`config.mk`:
```
export PLATFORM = sky130hd
export DESIGN_NAME = seq_div16_8_flat
export DESIGN_NICKNAME = d
export VERILOG_FILES = /design/src/rtl/seq_div16_8_if.sv /design/src/rtl/seq_div16_8.sv /design/src/flat_wrapper.sv
export SDC_FILE = /design/constraint.sdc
export NUM_CORES = 1
export LEC_CHECK = 0
export ABC_AREA = 1
export BUFFER_PORTS_ARGS = -buffer_cell sky130_fd_sc_hd__buf_2
export CAP_MARGIN = 20
export CORE_MARGIN = 1.5
export CORE_UTILIZATION = 50
export DETAILED_ROUTE_END_ITERATION = 8
export PLACE_DENSITY = 0.76
export SLEW_MARGIN = 10
export SYNTH_ARGS = -nofsm -noshare
export SYNTH_HDL_FRONTEND = slang
export SYNTH_SLANG_ARGS = --single-unit
```
`constraint.sdc`:
```
create_clock -name clk -period 1.6 [get_ports clk]
set_clock_uncertainty 0.1 [all_clocks]
set_input_delay 0.08 -clock clk [delete_from_list [all_inputs] [get_ports clk]]
set_output_delay 0.08 -clock clk [all_outputs]
set_load 0.02 [all_outputs]
```
`src/rtl/seq_div16_8_if.sv`:
```
// Operand/result bundle for the 16/8 sequential divider.
// Handshake: the controller raises start with valid dividend/divisor while the
// divider is idle; the divider accepts on that enabled edge, holds busy high
// while iterating, and raises done for exactly one enabled cycle once the
// quotient/remainder/div_zero outputs are valid. Start is ignored unless idle.
interface seq_div16_8_if #(
   parameter int DW = 16,
   parameter int VW = 8
);
   logic          clk_ena;
   logic          start;
   logic [DW-1:0] dividend;
   logic [VW-1:0] divisor;
   logic          busy;
   logic          done;
   logic          div_zero;
   logic [DW-1:0] quotient;
   logic [VW-1:0] remainder;

   modport master (
      output clk_ena, start, dividend, divisor,
      input  busy, done, div_zero, quotient, remainder
   );

   modport slave (
      input  clk_ena, start, dividend, divisor,
      output busy, done, div_zero, quotient, remainder
   );
endinterface

```
`src/rtl/seq_div16_8.sv`:
```
// Sequential restoring divider: DW-bit dividend by VW-bit divisor, one
// quotient bit per enabled clock. Divide-by-zero completes immediately with
// an all-ones quotient and the low dividend bits as remainder.
module seq_div16_8 #(
   parameter int DW = 16,
   parameter int VW = 8
) (
   input  logic                  clk,
   input  logic                  reset_n,
   seq_div16_8_if.slave          bus,
   output logic [1:0]            dbg_state_o,
   output logic [$clog2(DW)-1:0] dbg_count_o,
   output logic [VW:0]           dbg_partial_o
);
   localparam int CW = $clog2(DW);

   typedef enum logic [1:0] {
      S_IDLE = 2'd0,
      S_CALC = 2'd1,
      S_DONE = 2'd2
   } state_t;

   state_t        state_q, state_d;
   logic [VW:0]   partial_q, partial_d;
   logic [DW-1:0] shift_q, shift_d;
   logic [CW-1:0] count_q, count_d;
   logic [VW-1:0] divisor_q, divisor_d;
   logic          busy_q, busy_d;
   logic          done_q, done_d;
   logic          div_zero_q, div_zero_d;
   logic [DW-1:0] quotient_q, quotient_d;
   logic [VW-1:0] remainder_q, remainder_d;

   // One restoring step: shift in the next dividend bit, trial-subtract.
   logic [VW:0]   p;
   logic          ge;
   logic [VW:0]   partial_nx;
   logic [DW-1:0] shift_nx;

   // Restoring-division datapath for the current iteration.
   always_comb begin
      p          = {partial_q[VW-1:0], shift_q[DW-1]};
      ge         = (p >= {1'b0, divisor_q});
      partial_nx = ge ? (p - {1'b0, divisor_q}) : p;
      shift_nx   = {shift_q[DW-2:0], ge};
   end

   // Next-state and output logic; everything holds while clk_ena is low.
   always_comb begin
      state_d     = state_q;
      partial_d   = partial_q;
      shift_d     = shift_q;
      count_d     = count_q;
      divisor_d   = divisor_q;
      busy_d      = busy_q;
      done_d      = done_q;
      div_zero_d  = div_zero_q;
      quotient_d  = quotient_q;
      remainder_d = remainder_q;
      if (bus.clk_ena) begin
         unique case (state_q)
            S_IDLE: begin
               if (bus.start) begin
                  if (bus.divisor != '0) begin
                     shift_d    = bus.dividend;
                     partial_d  = '0;
                     count_d    = '0;
                     divisor_d  = bus.divisor;
                     busy_d     = 1'b1;
                     done_d     = 1'b0;
                     div_zero_d = 1'b0;
                     state_d    = S_CALC;
                  end else begin
                     quotient_d  = '1;
                     remainder_d = bus.dividend[VW-1:0];
                     div_zero_d  = 1'b1;
                     done_d      = 1'b1;
                     state_d     = S_DONE;
                  end
               end
            end
            S_CALC: begin
               shift_d   = shift_nx;
               partial_d = partial_nx;
               count_d   = count_q + CW'(1);
               if (count_q == CW'(DW - 1)) begin
                  quotient_d  = shift_nx;
                  remainder_d = partial_nx[VW-1:0];
                  busy_d      = 1'b0;
                  done_d      = 1'b1;
                  state_d     = S_DONE;
               end
            end
            S_DONE: begin
               done_d  = 1'b0;
               state_d = S_IDLE;
            end
            default: state_d = S_IDLE;
         endcase
      end
   end

   // State register with asynchronous abort on reset.
   always_ff @(posedge clk or negedge reset_n) begin
      if (!reset_n) begin
         state_q     <= S_IDLE;
         partial_q   <= '0;
         shift_q     <= '0;
         count_q     <= '0;
         divisor_q   <= '0;
         busy_q      <= 1'b0;
         done_q      <= 1'b0;
         div_zero_q  <= 1'b0;
         quotient_q  <= '0;
         remainder_q <= '0;
      end else begin
         state_q     <= state_d;
         partial_q   <= partial_d;
         shift_q     <= shift_d;
         count_q     <= count_d;
         divisor_q   <= divisor_d;
         busy_q      <= busy_d;
         done_q      <= done_d;
         div_zero_q  <= div_zero_d;
         quotient_q  <= quotient_d;
         remainder_q <= remainder_d;
      end
   end

   assign bus.busy      = busy_q;
   assign bus.done      = done_q;
   assign bus.div_zero  = div_zero_q;
   assign bus.quotient  = quotient_q;
   assign bus.remainder = remainder_q;

   assign dbg_state_o   = state_q;
   assign dbg_count_o   = count_q;
   assign dbg_partial_o = partial_q;
endmodule
```
`src/flat_wrapper.sv`:
```
// flat-port wrapper written by rule: the top's interface ports become plain ports
module seq_div16_8_flat 
#(
   parameter int DW = 16,
   parameter int VW = 8
)
  (clk, reset_n, dbg_state_o, dbg_count_o, dbg_partial_o, bus_clk_ena, bus_start, bus_dividend, bus_divisor, bus_busy, bus_done, bus_div_zero, bus_quotient, bus_remainder);
  seq_div16_8_if #(.DW(DW), .VW(VW)) bus_i ();
  input  logic clk;
  input  logic reset_n;
  output logic [1:0] dbg_state_o;
  output logic [$clog2(DW)-1:0] dbg_count_o;
  output logic [VW:0] dbg_partial_o;
  input wire logic [$bits(bus_i.clk_ena)-1:0] bus_clk_ena;
  input wire logic [$bits(bus_i.start)-1:0] bus_start;
  input wire logic [$bits(bus_i.dividend)-1:0] bus_dividend;
  input wire logic [$bits(bus_i.divisor)-1:0] bus_divisor;
  output wire logic [$bits(bus_i.busy)-1:0] bus_busy;
  output wire logic [$bits(bus_i.done)-1:0] bus_done;
  output wire logic [$bits(bus_i.div_zero)-1:0] bus_div_zero;
  output wire logic [$bits(bus_i.quotient)-1:0] bus_quotient;
  output wire logic [$bits(bus_i.remainder)-1:0] bus_remainder;
  assign bus_i.clk_ena = bus_clk_ena;
  assign bus_i.start = bus_start;
  assign bus_i.dividend = bus_dividend;
  assign bus_i.divisor = bus_divisor;
  assign bus_busy = bus_i.busy;
  assign bus_done = bus_i.done;
  assign bus_div_zero = bus_i.div_zero;
  assign bus_quotient = bus_i.quotient;
  assign bus_remainder = bus_i.remainder;
  seq_div16_8 #(.DW(DW), .VW(VW)) u_core (.clk(clk), .reset_n(reset_n), .bus(bus_i), .dbg_state_o(dbg_state_o), .dbg_count_o(dbg_count_o), .dbg_partial_o(dbg_partial_o));
endmodule
```
==> results.ini <==
[place]
io_buffer_count=69
place_inst=676
dp.final_hpwl_mm=7.530
place_congestion=0.8474

[floorplanning]
die_area_sq_um=7634
die_w_um=87.38
rows=30
ioPinCount=70
core_sq_um=6832
dieHeight_um=87.38
start_util_pct=52.11

[job]
drv_cap=0

[drt]
drc_errors=3
drt_iter0_drc=334
drt_first_pass_iters=9
wl_per_cell_um=18.97
via_per_inst=5.708
antenna_left=0
vias=4161
drt-total-wl_mm=13.83

[grt]
grt_max_degree=33
grt_pass1_wl_mm=18.51
gr-total-overflow=0
grt_pass1_vias=3937
grt_use_total_pct=31.63
antenna_found_initial=0

[sta]
hold_violations=0
fmax_mhz=490.2
slew_headroom_pct=68.16
fin_crit_ns=2.040
rsz0062_at_grt=yes
final-setup-viol-count=56
max_slew.worst_pin.slew_ns=0.4776
setup_tns_ns=-14.01
finalMaxSlewViolations=0
period_share_pct=127.5
worst_slack_ns=-0.4402

[synthesis]
yosysTopAreaCellShare_pct=46.40
yosys.area_share.simple_pct=27.03
synthMuxAreaShare_pct=0.5975
syn_area_per_cell_sq_um=7.672
synth-adder-area-share_pct=4.780
synth_largest_area_cell=dfrtp_1
synthXorXnorAreaFrac_pct=0.9842
ys_seq_area_share_pct=46.40
ys_seq_elements=66
ys_warn_count=0
synth_top_family_by_area=simple AND/OR/NAND/NOR gates
synth_cell_types=32
netlist_area_sq_um=3560
synthCells=464
synth_compound_area_share_pct=11.39
synthTopCellsByArea=dfrtp_1 46%, nand2_1 13%, inv_1 6.0%
syn_nets=505

[clock_network]
clock_latency_ns=0.35
clock-sinks=66
path_clk_slew_ns=0.09
h-tree-depth=3
root_buffer=clkbuf_8
cts_buffers=9
cts_tree=done
cts_buffer_depth=2

[critical_path]
critPathArrivalTime_ns=2.18
cp_cell_sequence=ha_4, nand2_4, inv_2, nand2_2, buf_4, nand3_2, nand3_4, nand4_1, nand3_2, nand2_1, inv_1
crit_family=simple AND/OR/NAND/NOR gates
startpoint_type=register
cp_slowest_cell=dfrtp_2
crit_buf_inv=3
cp.required_ns=1.74
path_common_cell=nand3_2
critPathCaptureType=register
r2r_start=u_core.dbg_partial_o[3]
crit_fanout=8
crit_path_start=u_core.dbg_partial_o[3]
max_stage_delay_ns=0.44
critPathKind=register to register

[pwr]
power_frac_seq_pct=24.2
power_uw=11870
ir_worst_vdd_mv=1.187
p_int_uw=6375
p_leak_uw=0.002862
p_comb_share_pct=62.2
clkPwrFrac_pct=13.7
p_sw_share_pct=46.29
power.switching_uw=5495
pwr_density_cell_nw_per_um2=2046

[finish]
drive_gt1_share_pct=48.82
final_nets=669
fin_util_pct=84.93
nFillCells=363
final_cells=729
antenna_cells=0
syn2layout_area_growth_pct=62.99

[run_status]
outcome=complete, but fails checks
violations=design-rule violations, negative setup slack

[min_path]
hold_start=bus_dividend[15]
min_path_type=input port to register

[synthesized netlist by cell type (all sizes together)]
| library cell | count |
|---|---|
| a21oi | 15 |
| a22oi | 1 |
| a31oi | 7 |
| buf | 13 |
| clkbuf | 5 |
| dfrtp | 66 |
| fa | 1 |
| ha | 12 |
| inv | 62 |
| mux2 | 1 |
| mux2i | 1 |
| nand2 | 126 |
| nand2b | 1 |
| nand3 | 29 |
| nand4 | 11 |
| nor2 | 49 |
| nor3 | 1 |
| o211ai | 8 |
| o21ai | 39 |
| o31ai | 2 |
| or2 | 10 |
| xnor2 | 2 |
| xor2 | 2 |
[placed cells by master (no fill, tap or decap), types with 3 or more instances in the layout]
master	netlist	final
nor2_4	0	12
nand3_1	27	6
buf_2	8	70
o21ai_2	0	5
o21ai_0	37	10
nand3_2	1	17
buf_6	0	13
nand2_1	126	90
nand4_1	11	11
nor2_1	49	27
inv_1	57	47
o21ai_1	2	23
nand2_2	0	32
a31oi_1	7	6
clkbuf_8	0	9
buf_12	0	6
or2_2	4	3
dlygate4sd3_1	0	17
buf_8	0	3
nand2_4	0	4
nand3_4	1	6
ha_4	0	9
nor2_2	0	10
a21oi_1	14	13
buf_4	1	57
dfrtp_2	0	10
o211ai_1	7	7
dfrtp_1	66	56
clkbuf_16	0	3
or2_1	6	6
inv_2	5	12
[what timing repair did]
item                                    CTS  global route
endpoints found under the setup margin   42            63
endpoints found under the hold margin    81             0
hold buffers                             17             0
pin swaps                                25            26
gates resized for setup                  74            92
cloned                                    3             4
buffers inserted                          6             9
[worst paths after layout]
check | slack (ns) | cells past startpoint | end
max | -0.44 | 11 | u_core.bus.remainder[3]
min | 0.009 | 3 | u_core.shift_q[15]
max reg2reg | -0.44 | 11 | u_core.bus.remainder[3]
min reg2reg | 0.37 | 2 | u_core.bus.quotient[0]
max in group asynchronous | 0.76 | 3 | u_core.bus.quotient[10]
min in group asynchronous | 0.12 | 2 | u_core.bus.remainder[3]
[final cells by class]
| class | count | area [sq um] | share of cell area (%) |
|---|---|---|---|
| Clock buffer | 9 | 123.9 | 2.135 |
| Clock inverter | 7 | 101.3 | 1.747 |
| Inverter | 62 | 242.7 | 4.184 |
| Multi-Input combinational cell | 318 | 2196 | 37.85 |
| Sequential cell | 66 | 1664 | 28.68 |
| Tap cell | 96 | 120.1 | 2.070 |
| Timing Repair Buffer | 170 | 1343 | 23.14 |
| Timing Repair inverter | 1 | 11.26 | 0.1941 |
[worst register-to-register path, delay by kind of cell, from the launching register on]
kind	cells	cell delay, ns
AND/OR/NAND/NOR	7	0.83
adder cells (fa/ha/maj)	1	0.32
flip-flops	1	0.44
buffers and inverters	3	0.26
[power groups by stage]
stage | registers [uW] | clock network (uW) | logic (uW)
floorplan | 3200 | 0 | 2930
global placement | 2730 | 0 | 5270
detailed placement | 2760 | 0 | 5390
CTS | 2760 | 1620 | 6100
global route | 2900 | 1680 | 7850
finish | 2870 | 1620 | 7380
[metal layers]
metal / GRT usage [%] / wire (um) / vias to the layer above
met5: 0 / 0 / -
met4: 15.15 / 785 / 0
met3: 6.825 / 1062 / 84
met2: 55.24 / 7021 / 306
met1: 36.65 / 4959 / 1953
li1: - / - / 1818
[kinds of logic (layout without fill, tap and decap cells)]
kind of cell / after synthesis / count (layout)
AND/OR/NAND/NOR: 227 / 227
multiplexers: 2 / 2
flip-flops: 66 / 66
adder cells (fa/ha/maj): 13 / 13
XOR/XNOR: 4 / 4
buffers and inverters: 80 / 249
AO/OA/AOI/OAI: 72 / 72
[through the flow]
stage	setup WS (ns)	hold WS (ns)	cell area, sq um
floorplan	-0.1767	-0.3156	3801
global placement	-0.3123	-0.04653	4695
detailed placement	-0.3017	-0.04333	4695
CTS	-0.3096	0.003124	5368
global route	-0.5267	0.02042	5802
finish	-0.4402	0.008746	5802
[registers in the layout (all words and copies together), names as in the netlist]
signal                flops
u_core.bus.quotient      16
u_core.dbg_partial_o      9
u_core.dbg_count_o        4
u_core.bus.div_zero       1
u_core.divisor_q          8
u_core.shift_q           16
u_core.bus.busy           1
u_core.bus.remainder      8
u_core.bus.done           1
u_core.dbg_state_o        2
No activity file was read; power rests on OpenSTA's default activity.
